<file path="src/rtl/ahb_lite_downsizer_if.sv">
// Bundles the bus-side slave port and the device-side master port of the downsizer.
// The slave modport is the downsizer's view, the master modport the surrounding fabric's view.
interface ahb_lite_downsizer_if #(
  parameter int HADDR_WIDTH = 32,
  parameter int HDATA_WIDTH = 32,
  parameter int DDATA_WIDTH = 8
);
  logic                   s_HSEL;
  logic [HADDR_WIDTH-1:0] s_HADDR;
  logic [1:0]             s_HTRANS;
  logic                   s_HWRITE;
  logic [2:0]             s_HSIZE;
  logic [HDATA_WIDTH-1:0] s_HWDATA;
  logic                   s_HREADY;
  logic [HDATA_WIDTH-1:0] s_HRDATA;
  logic                   s_HREADYOUT;
  logic                   s_HRESP;

  logic [HADDR_WIDTH-1:0] m_HADDR;
  logic [1:0]             m_HTRANS;
  logic                   m_HWRITE;
  logic [2:0]             m_HSIZE;
  logic [DDATA_WIDTH-1:0] m_HWDATA;
  logic [DDATA_WIDTH-1:0] m_HRDATA;
  logic                   m_HREADY;
  logic                   m_HRESP;

  modport slave (
    input  s_HSEL, s_HADDR, s_HTRANS, s_HWRITE, s_HSIZE, s_HWDATA, s_HREADY,
    output s_HRDATA, s_HREADYOUT, s_HRESP,
    output m_HADDR, m_HTRANS, m_HWRITE, m_HSIZE, m_HWDATA,
    input  m_HRDATA, m_HREADY, m_HRESP
  );

  modport master (
    output s_HSEL, s_HADDR, s_HTRANS, s_HWRITE, s_HSIZE, s_HWDATA, s_HREADY,
    input  s_HRDATA, s_HREADYOUT, s_HRESP,
    input  m_HADDR, m_HTRANS, m_HWRITE, m_HSIZE, m_HWDATA,
    output m_HRDATA, m_HREADY, m_HRESP
  );
endinterface

</file>
<file path="src/rtl/ahb_lite_downsizer.sv">
// AHB-Lite width converter: splits wide bus transfers into sequential narrow device beats,
// assembling read data and forwarding device errors while holding the bus in wait states.
module ahb_lite_downsizer #(
  parameter int HADDR_WIDTH = 32,
  parameter int HDATA_WIDTH = 32,
  parameter int DDATA_WIDTH = 8
) (
  input logic                 HCLK,
  input logic                 HRESETn,
  ahb_lite_downsizer_if.slave ahb
);
  localparam int NL     = HDATA_WIDTH / DDATA_WIDTH;
  localparam int DBYTES = DDATA_WIDTH / 8;
  localparam int DS     = $clog2(DBYTES);
  localparam int BL     = $clog2(HDATA_WIDTH / 8);
  localparam int LW     = (NL > 1) ? $clog2(NL) : 1;

  typedef enum logic {IDLE, BUSY} state_e;

  state_e                 state_q;
  logic                   aph_valid_q;
  logic                   dph_valid_q;
  logic                   write_q;
  logic [HADDR_WIDTH-1:0] addr_q;
  logic [2:0]             size_q;
  logic [LW-1:0]          last_q;
  logic [LW-1:0]          a_idx_q;
  logic [LW-1:0]          d_idx_q;
  logic [LW-1:0]          base_lane_q;
  logic [DDATA_WIDTH-1:0] rdata_q [NL];

  logic                   accept;
  logic                   hreadyout;
  logic                   last_dph;
  logic                   err;
  logic [LW-1:0]          dph_lane;
  logic [LW-1:0]          acc_lane;
  logic [LW-1:0]          acc_last;
  logic [2:0]             acc_size;
  logic [HADDR_WIDTH-1:0] acc_addr;
  logic [DDATA_WIDTH-1:0] wlane [NL];

  assign last_dph  = (d_idx_q == last_q);
  assign err       = (state_q == BUSY) && dph_valid_q && ahb.m_HRESP;
  assign hreadyout = (state_q == IDLE) ||
                     (dph_valid_q && ahb.m_HREADY && (last_dph || ahb.m_HRESP));
  assign accept    = ahb.s_HSEL && ahb.s_HREADY && ahb.s_HTRANS[1] && hreadyout;
  assign dph_lane  = base_lane_q + d_idx_q;

  // Multi-beat transfers start from the size-aligned base; single beats keep the raw address.
  always_comb begin
    acc_size = (int'(ahb.s_HSIZE) > BL) ? 3'(BL) : ahb.s_HSIZE;
    acc_last = '0;
    acc_addr = ahb.s_HADDR;
    if (int'(acc_size) > DS) begin
      acc_last = LW'((1 << (int'(acc_size) - DS)) - 1);
      acc_addr = ahb.s_HADDR & ~HADDR_WIDTH'((1 << int'(acc_size)) - 1);
    end
  end

  generate
    if (NL > 1) begin : g_lane
      assign acc_lane = acc_addr[BL-1:DS];
    end else begin : g_nolane
      assign acc_lane = '0;
    end
  endgenerate

  assign ahb.m_HADDR     = addr_q;
  assign ahb.m_HTRANS    = aph_valid_q ? 2'b10 : 2'b00;
  assign ahb.m_HWRITE    = write_q;
  assign ahb.m_HSIZE     = size_q;
  assign ahb.m_HWDATA    = (dph_valid_q && write_q) ? wlane[dph_lane] : '0;
  assign ahb.s_HREADYOUT = hreadyout;
  assign ahb.s_HRESP     = err;

  // The beat in its data phase is forwarded live; single-beat reads fan out to every lane.
  generate
    for (genvar gi = 0; gi < NL; gi++) begin : g_lanes
      assign wlane[gi] = ahb.s_HWDATA[gi*DDATA_WIDTH +: DDATA_WIDTH];
      assign ahb.s_HRDATA[gi*DDATA_WIDTH +: DDATA_WIDTH] =
        (dph_valid_q && ((last_q == '0) || (dph_lane == LW'(gi)))) ? ahb.m_HRDATA : rdata_q[gi];
    end
  endgenerate

  always_ff @(posedge HCLK or negedge HRESETn) begin
    if (!HRESETn) begin
      state_q     <= IDLE;
      aph_valid_q <= 1'b0;
      dph_valid_q <= 1'b0;
      write_q     <= 1'b0;
      addr_q      <= '0;
      size_q      <= '0;
      last_q      <= '0;
      a_idx_q     <= '0;
      d_idx_q     <= '0;
      base_lane_q <= '0;
      for (int i = 0; i < NL; i++) rdata_q[i] <= '0;
    end else begin
      if (err) begin
        // First error cycle cancels the pending beat; second cycle ends the transfer.
        aph_valid_q <= 1'b0;
        if (ahb.m_HREADY) begin
          dph_valid_q <= 1'b0;
          state_q     <= IDLE;
        end
      end else if (state_q == BUSY && ahb.m_HREADY) begin
        if (dph_valid_q && !last_dph && !write_q) rdata_q[dph_lane] <= ahb.m_HRDATA;
        dph_valid_q <= aph_valid_q;
        d_idx_q     <= a_idx_q;
        if (aph_valid_q) begin
          if (a_idx_q == last_q) begin
            aph_valid_q <= 1'b0;
          end else begin
            a_idx_q <= a_idx_q + 1'b1;
            addr_q  <= addr_q + HADDR_WIDTH'(DBYTES);
          end
        end
        if (dph_valid_q && last_dph) state_q <= IDLE;
      end

      if (accept) begin
        state_q     <= BUSY;
        aph_valid_q <= 1'b1;
        dph_valid_q <= 1'b0;
        a_idx_q     <= '0;
        d_idx_q     <= '0;
        addr_q      <= acc_addr;
        write_q     <= ahb.s_HWRITE;
        size_q      <= (int'(acc_size) > DS) ? 3'(DS) : acc_size;
        last_q      <= acc_last;
        base_lane_q <= acc_lane;
      end
    end
  end
endmodule

</file>
<file path="src/flat_wrapper.sv">
// flat-port wrapper written by rule: the top's interface ports become plain ports
module ahb_lite_downsizer_flat 
#(
  parameter int HADDR_WIDTH = 32,
  parameter int HDATA_WIDTH = 32,
  parameter int DDATA_WIDTH = 8
)
  (HCLK, HRESETn, ahb_s_HSEL, ahb_s_HADDR, ahb_s_HTRANS, ahb_s_HWRITE, ahb_s_HSIZE, ahb_s_HWDATA, ahb_s_HREADY, ahb_s_HRDATA, ahb_s_HREADYOUT, ahb_s_HRESP, ahb_m_HADDR, ahb_m_HTRANS, ahb_m_HWRITE, ahb_m_HSIZE, ahb_m_HWDATA, ahb_m_HRDATA, ahb_m_HREADY, ahb_m_HRESP);
  ahb_lite_downsizer_if #(.HADDR_WIDTH(HADDR_WIDTH), .HDATA_WIDTH(HDATA_WIDTH), .DDATA_WIDTH(DDATA_WIDTH)) ahb_i ();
  input logic HCLK;
  input logic HRESETn;
  input wire logic [$bits(ahb_i.s_HSEL)-1:0] ahb_s_HSEL;
  input wire logic [$bits(ahb_i.s_HADDR)-1:0] ahb_s_HADDR;
  input wire logic [$bits(ahb_i.s_HTRANS)-1:0] ahb_s_HTRANS;
  input wire logic [$bits(ahb_i.s_HWRITE)-1:0] ahb_s_HWRITE;
  input wire logic [$bits(ahb_i.s_HSIZE)-1:0] ahb_s_HSIZE;
  input wire logic [$bits(ahb_i.s_HWDATA)-1:0] ahb_s_HWDATA;
  input wire logic [$bits(ahb_i.s_HREADY)-1:0] ahb_s_HREADY;
  output wire logic [$bits(ahb_i.s_HRDATA)-1:0] ahb_s_HRDATA;
  output wire logic [$bits(ahb_i.s_HREADYOUT)-1:0] ahb_s_HREADYOUT;
  output wire logic [$bits(ahb_i.s_HRESP)-1:0] ahb_s_HRESP;
  output wire logic [$bits(ahb_i.m_HADDR)-1:0] ahb_m_HADDR;
  output wire logic [$bits(ahb_i.m_HTRANS)-1:0] ahb_m_HTRANS;
  output wire logic [$bits(ahb_i.m_HWRITE)-1:0] ahb_m_HWRITE;
  output wire logic [$bits(ahb_i.m_HSIZE)-1:0] ahb_m_HSIZE;
  output wire logic [$bits(ahb_i.m_HWDATA)-1:0] ahb_m_HWDATA;
  input wire logic [$bits(ahb_i.m_HRDATA)-1:0] ahb_m_HRDATA;
  input wire logic [$bits(ahb_i.m_HREADY)-1:0] ahb_m_HREADY;
  input wire logic [$bits(ahb_i.m_HRESP)-1:0] ahb_m_HRESP;
  assign ahb_i.s_HSEL = ahb_s_HSEL;
  assign ahb_i.s_HADDR = ahb_s_HADDR;
  assign ahb_i.s_HTRANS = ahb_s_HTRANS;
  assign ahb_i.s_HWRITE = ahb_s_HWRITE;
  assign ahb_i.s_HSIZE = ahb_s_HSIZE;
  assign ahb_i.s_HWDATA = ahb_s_HWDATA;
  assign ahb_i.s_HREADY = ahb_s_HREADY;
  assign ahb_s_HRDATA = ahb_i.s_HRDATA;
  assign ahb_s_HREADYOUT = ahb_i.s_HREADYOUT;
  assign ahb_s_HRESP = ahb_i.s_HRESP;
  assign ahb_m_HADDR = ahb_i.m_HADDR;
  assign ahb_m_HTRANS = ahb_i.m_HTRANS;
  assign ahb_m_HWRITE = ahb_i.m_HWRITE;
  assign ahb_m_HSIZE = ahb_i.m_HSIZE;
  assign ahb_m_HWDATA = ahb_i.m_HWDATA;
  assign ahb_i.m_HRDATA = ahb_m_HRDATA;
  assign ahb_i.m_HREADY = ahb_m_HREADY;
  assign ahb_i.m_HRESP = ahb_m_HRESP;
  ahb_lite_downsizer #(.HADDR_WIDTH(HADDR_WIDTH), .HDATA_WIDTH(HDATA_WIDTH), .DDATA_WIDTH(DDATA_WIDTH)) u_core (.HCLK(HCLK), .HRESETn(HRESETn), .ahb(ahb_i));
endmodule
</file>
<file path="config.mk">
export PLATFORM = sky130hd
export DESIGN_NAME = ahb_lite_downsizer_flat
export DESIGN_NICKNAME = d
export VERILOG_FILES = /design/src/rtl/ahb_lite_downsizer_if.sv /design/src/rtl/ahb_lite_downsizer.sv /design/src/flat_wrapper.sv
export SDC_FILE = /design/constraint.sdc
export NUM_CORES = 1
export LEC_CHECK = 0
export CAP_MARGIN = 30
export CORE_MARGIN = 2
export CORE_UTILIZATION = 43
export DETAILED_ROUTE_END_ITERATION = 8
export PLACE_DENSITY = 0.76
export SLEW_MARGIN = 20
export SYNTH_ARGS = -nofsm -noshare
export SYNTH_HDL_FRONTEND = slang
export SYNTH_SLANG_ARGS = --single-unit
</file>
<file path="constraint.sdc">
create_clock -name HCLK -period 5.9 [get_ports HCLK]
set_clock_uncertainty 0.2 [all_clocks]
set_input_delay 1.18 -clock HCLK [delete_from_list [all_inputs] [get_ports HCLK]]
set_output_delay 1.18 -clock HCLK [all_outputs]
set_load 0.01 [all_outputs]
</file>
==> run_results.csv <==
group,metric,value,unit
floorplan,dieArea,12100,sq um
grt,grt_max_degree,50,
grt,antenna_found_initial,0,
sta,tns,0,ps
final_layout,n_antenna_cell,0,
placement,preCtsSetupSlack,1710,ps
final_layout,utilization,61.8,%
power,powerDensity,417,nW/um^2
sta,tightest_slew,724,ps
sta,max_freq,0.221,GHz
power,clockPowerShare,14.8,%
yosys,yosys_most_used_dff,"dfrtp_1",
final_layout,nNetsFinal,699,
worst_setup_path,slowest_stage,"ha_1",
cts,ctsHtreeMaxLevel,3,
outcome,status,"finished, final reports clean",
yosys,avgSynthCellArea,10.5,sq um
worst_setup_path,crit_path_max_fanout,12,
worst_setup_path,crit_required,4520,ps
sta,rsz0062_at_grt,"no",
routing,ant_nets,0,
placement,dpl.hpwl,10200,microns
placement,place.gp.congestion,0.866,
cts,ctsHoldBuffers,0,
yosys,synth-seq-cells,79,
yosys,synth_top_area_share,41.0,%
routing,firstDrtPassIters,5,
grt,met2_usage,40.3,%
cts,cts_resized,0,
grt,top_usage_layer,"met2",
final_layout,drive_gt1_share,17.0,%
power,p_total,0.00281,W
floorplan,initial_utilization,44.3,%
cts,cts.sinks,79,
placement,io_buffers,161,
sta,setup_viol,0,
floorplan,ios,164,
grt,track_usage,24.0,%
floorplan,coreArea,10900,sq um
worst_hold_path,min-delay-path-class,"reg -> reg",
routing,num_vias,4397,
yosys,synth_cells,460,
sta,whs,285,ps
grt,grt_remaining_overflow,0,
sta,relSlewSlack,51.6,%
cts,cts_root_buf,"clkbuf_8",
cts,cts_tree,"built",
power,combPwrFrac,51.7,%
cts,cts_setup_buffers,0,
worst_setup_path,cp.arrival,3150,ps
yosys,mappedNetlistArea,4820,sq um
yosys,post-synth-top-area-cell,"dfrtp_1",
worst_setup_path,max_stage_delay,700,ps
floorplan,die_y,110,microns
sta,setup_slack,1370,ps
yosys,synth-async-reset-ratio,100,%
yosys,yosys_warnings,0,
grt,grt_pass1_vias,4298,
routing,routedWlPerCell,18.8,microns
floorplan,fp.dieW,110,microns
cts,numCtsBuffers,9,
routing,drc,0,
yosys,synth-edff-count,0,
routing,via_per_inst,5.82,
worst_setup_path,startpoint_type,"flip-flop",
sta,final_max_slew_viol_count,0,
grt,grt_pass1_wl,22200,microns
yosys,synth_cell_types,68,
yosys,synth-seq-area-share,41.0,%
worst_setup_path,cp-end-kind,"output pin",
power,p_leak,2.79,nW
worst_setup_path,crit_type,"reg -> out",
worst_setup_path,path_cells,"ha_1, nand2_1, a21boi_2, mux2_2, clkdlybuf4s50_1",
yosys,ys_top_cells_by_count,"dfrtp_1, mux2_2, nand2_1",
cts,cts.path.max_buffers,2,
sta,hold_violations,0,
sta,finalCritPeriodShare,76.8,%
floorplan,num_rows,38,
routing,routed_wl,14200,microns
power,ir_drop,0.000276,V
grt,met3_usage,3.91,%
cts,clk_pin_slew,80,ps
final_layout,area_delta_synth_final,39.5,%
cts,insertion_delay,360,ps
yosys,synthTopCellsByArea,"dfrtp_1, mux2_2, mux4_2, nand2_1, nand3_1",
power,seq_power_share,33.4,%
routing,drt_iter0_markers,276,
power,internal-power,0.00175,W
grt,grtUsageMet1,32.0,%
worst_setup_path,reg2reg_slack,2920,ps
flow_run,cap_violations,0,
sta,period_minus_slack,4530,ps
power,power_switching,0.00105,W
power,switching_share,37.5,%
yosys,synth.most_common_cell,"dfrtp_1",
## cells in the final DEF, fill, tap and decap left out, types with 4 or more instances in the layout
| master | netlist | layout |
|---|---|---|
| mux2_1 | 9 | 9 |
| clkdlybuf4s50_1 | 0 | 160 |
| nand2_1 | 41 | 41 |
| a21oi_1 | 13 | 13 |
| xor2_1 | 4 | 4 |
| nor3_1 | 15 | 15 |
| mux2_2 | 55 | 55 |
| nand4_1 | 15 | 15 |
| and3_1 | 18 | 18 |
| nor4_2 | 4 | 4 |
| clkbuf_8 | 0 | 11 |
| mux4_2 | 8 | 8 |
| buf_4 | 3 | 4 |
| inv_1 | 6 | 6 |
| xnor2_1 | 9 | 9 |
| o211ai_1 | 6 | 6 |
| nor4_1 | 7 | 7 |
| nor2_1 | 17 | 16 |
| and4_1 | 5 | 5 |
| dfrtp_1 | 79 | 79 |
| nand3_1 | 24 | 24 |
| a211oi_1 | 5 | 5 |
| and2_1 | 7 | 7 |
| o21ai_1 | 6 | 6 |
| o21ai_0 | 15 | 15 |
## path summary, 6_finish.rpt
| check | startpoint | end | cells after the start |
|---|---|---|---|
| setup / recovery | u_core.d_idx_q[0]$_DFFE_PN0P_ | ahb_s_HRDATA[10] | 5 |
| hold / removal | u_core.rdata_q[4]$_DFFE_PN0P_ | u_core.rdata_q[4]$_DFFE_PN0P_ | 1 |
| setup reg to reg | u_core.dph_valid_q$_DFFE_PN0P_ | u_core.ahb.m_HADDR[23]$_DFFE_PN0P_ | 6 |
| hold reg to reg | u_core.rdata_q[4]$_DFFE_PN0P_ | u_core.rdata_q[4]$_DFFE_PN0P_ | 1 |
| max in group asynchronous | HRESETn | u_core.d_idx_q[1]$_DFFE_PN0P_ | 2 |
| min in group asynchronous | HRESETn | u_core.rdata_q[16]$_DFFE_PN0P_ | 1 |
## critical path, delay by kind of cell, from the launching register on
kind                     cells  cell delay (ps)
buffers and inverters        1              500
AO/OA/AOI/OAI                1              530
adder cells (fa/ha/maj)      1              700
flip-flops                   1              410
AND/OR/NAND/NOR              1              250
multiplexers                 1              400
## layer usage
| metal | vias up | part of all wire (%) |
|---|---|---|
| met4 | 0 | 1.1 |
| met3 | 15 | 7.0 |
| met1 | 2150 | 43 |
| li1 | 2033 | - |
| met2 | 199 | 49 |
| met5 | - | 0 |
## flip-flops by register name, summed over array words and instances, names as in the netlist
name,flops
u_core.dph_valid_q,1
u_core.d_idx_q,2
u_core.rdata_q,32
u_core.ahb.m_HWRITE,1
u_core.last_q,2
u_core.a_idx_q,2
u_core.aph_valid_q,1
u_core.state_q,1
u_core.ahb.m_HADDR,32
u_core.ahb.m_HSIZE,3
u_core.base_lane_q,2
## through the flow
stage,cell area [sq um],std cells
2_1_floorplan,4830,461
3_3_place_gp,6500,739
3_5_place_dp,6530,741
4_1_cts,6730,756
5_1_grt,6730,756
6_report,6730,756
## final cells by class
type                            instances  area, sq um
Sequential cell                        79         1980
Tap cell                              140          175
Inverter                                6         22.5
Clock buffer                           12          155
Fill cell                             899         4160
Multi-Input combinational cell        350         2690
Timing Repair Buffer                  166         1660
Clock inverter                          3         42.5
## cells by family (layout without fill, tap and decap cells)
group	Yosys count	after routing	share of synthesized area, %
xor+xnor	15	15	3.04
simple gates	175	175	20.6
compound gates	80	80	12.0
buf+inv	32	187	3.35
mux	74	74	19.1
fa+ha+maj	3	3	0.778
flops	79	79	41.0
other cells	2	3	0.156
## power by group through the flow
stage | Clock (W) | Combinational [W] | Sequential [W]
final | 0.000416 | 0.00145 | 0.000939
after global placement | 0 | 0.00141 | 0.000933
after global routing | 0.000449 | 0.00156 | 0.000970
after floorplan | 0 | 0.000813 | 0.000919
after detailed placement | 0 | 0.00145 | 0.000944
after CTS | 0.000425 | 0.00146 | 0.000935
No activity file was read; power rests on OpenSTA's default activity.
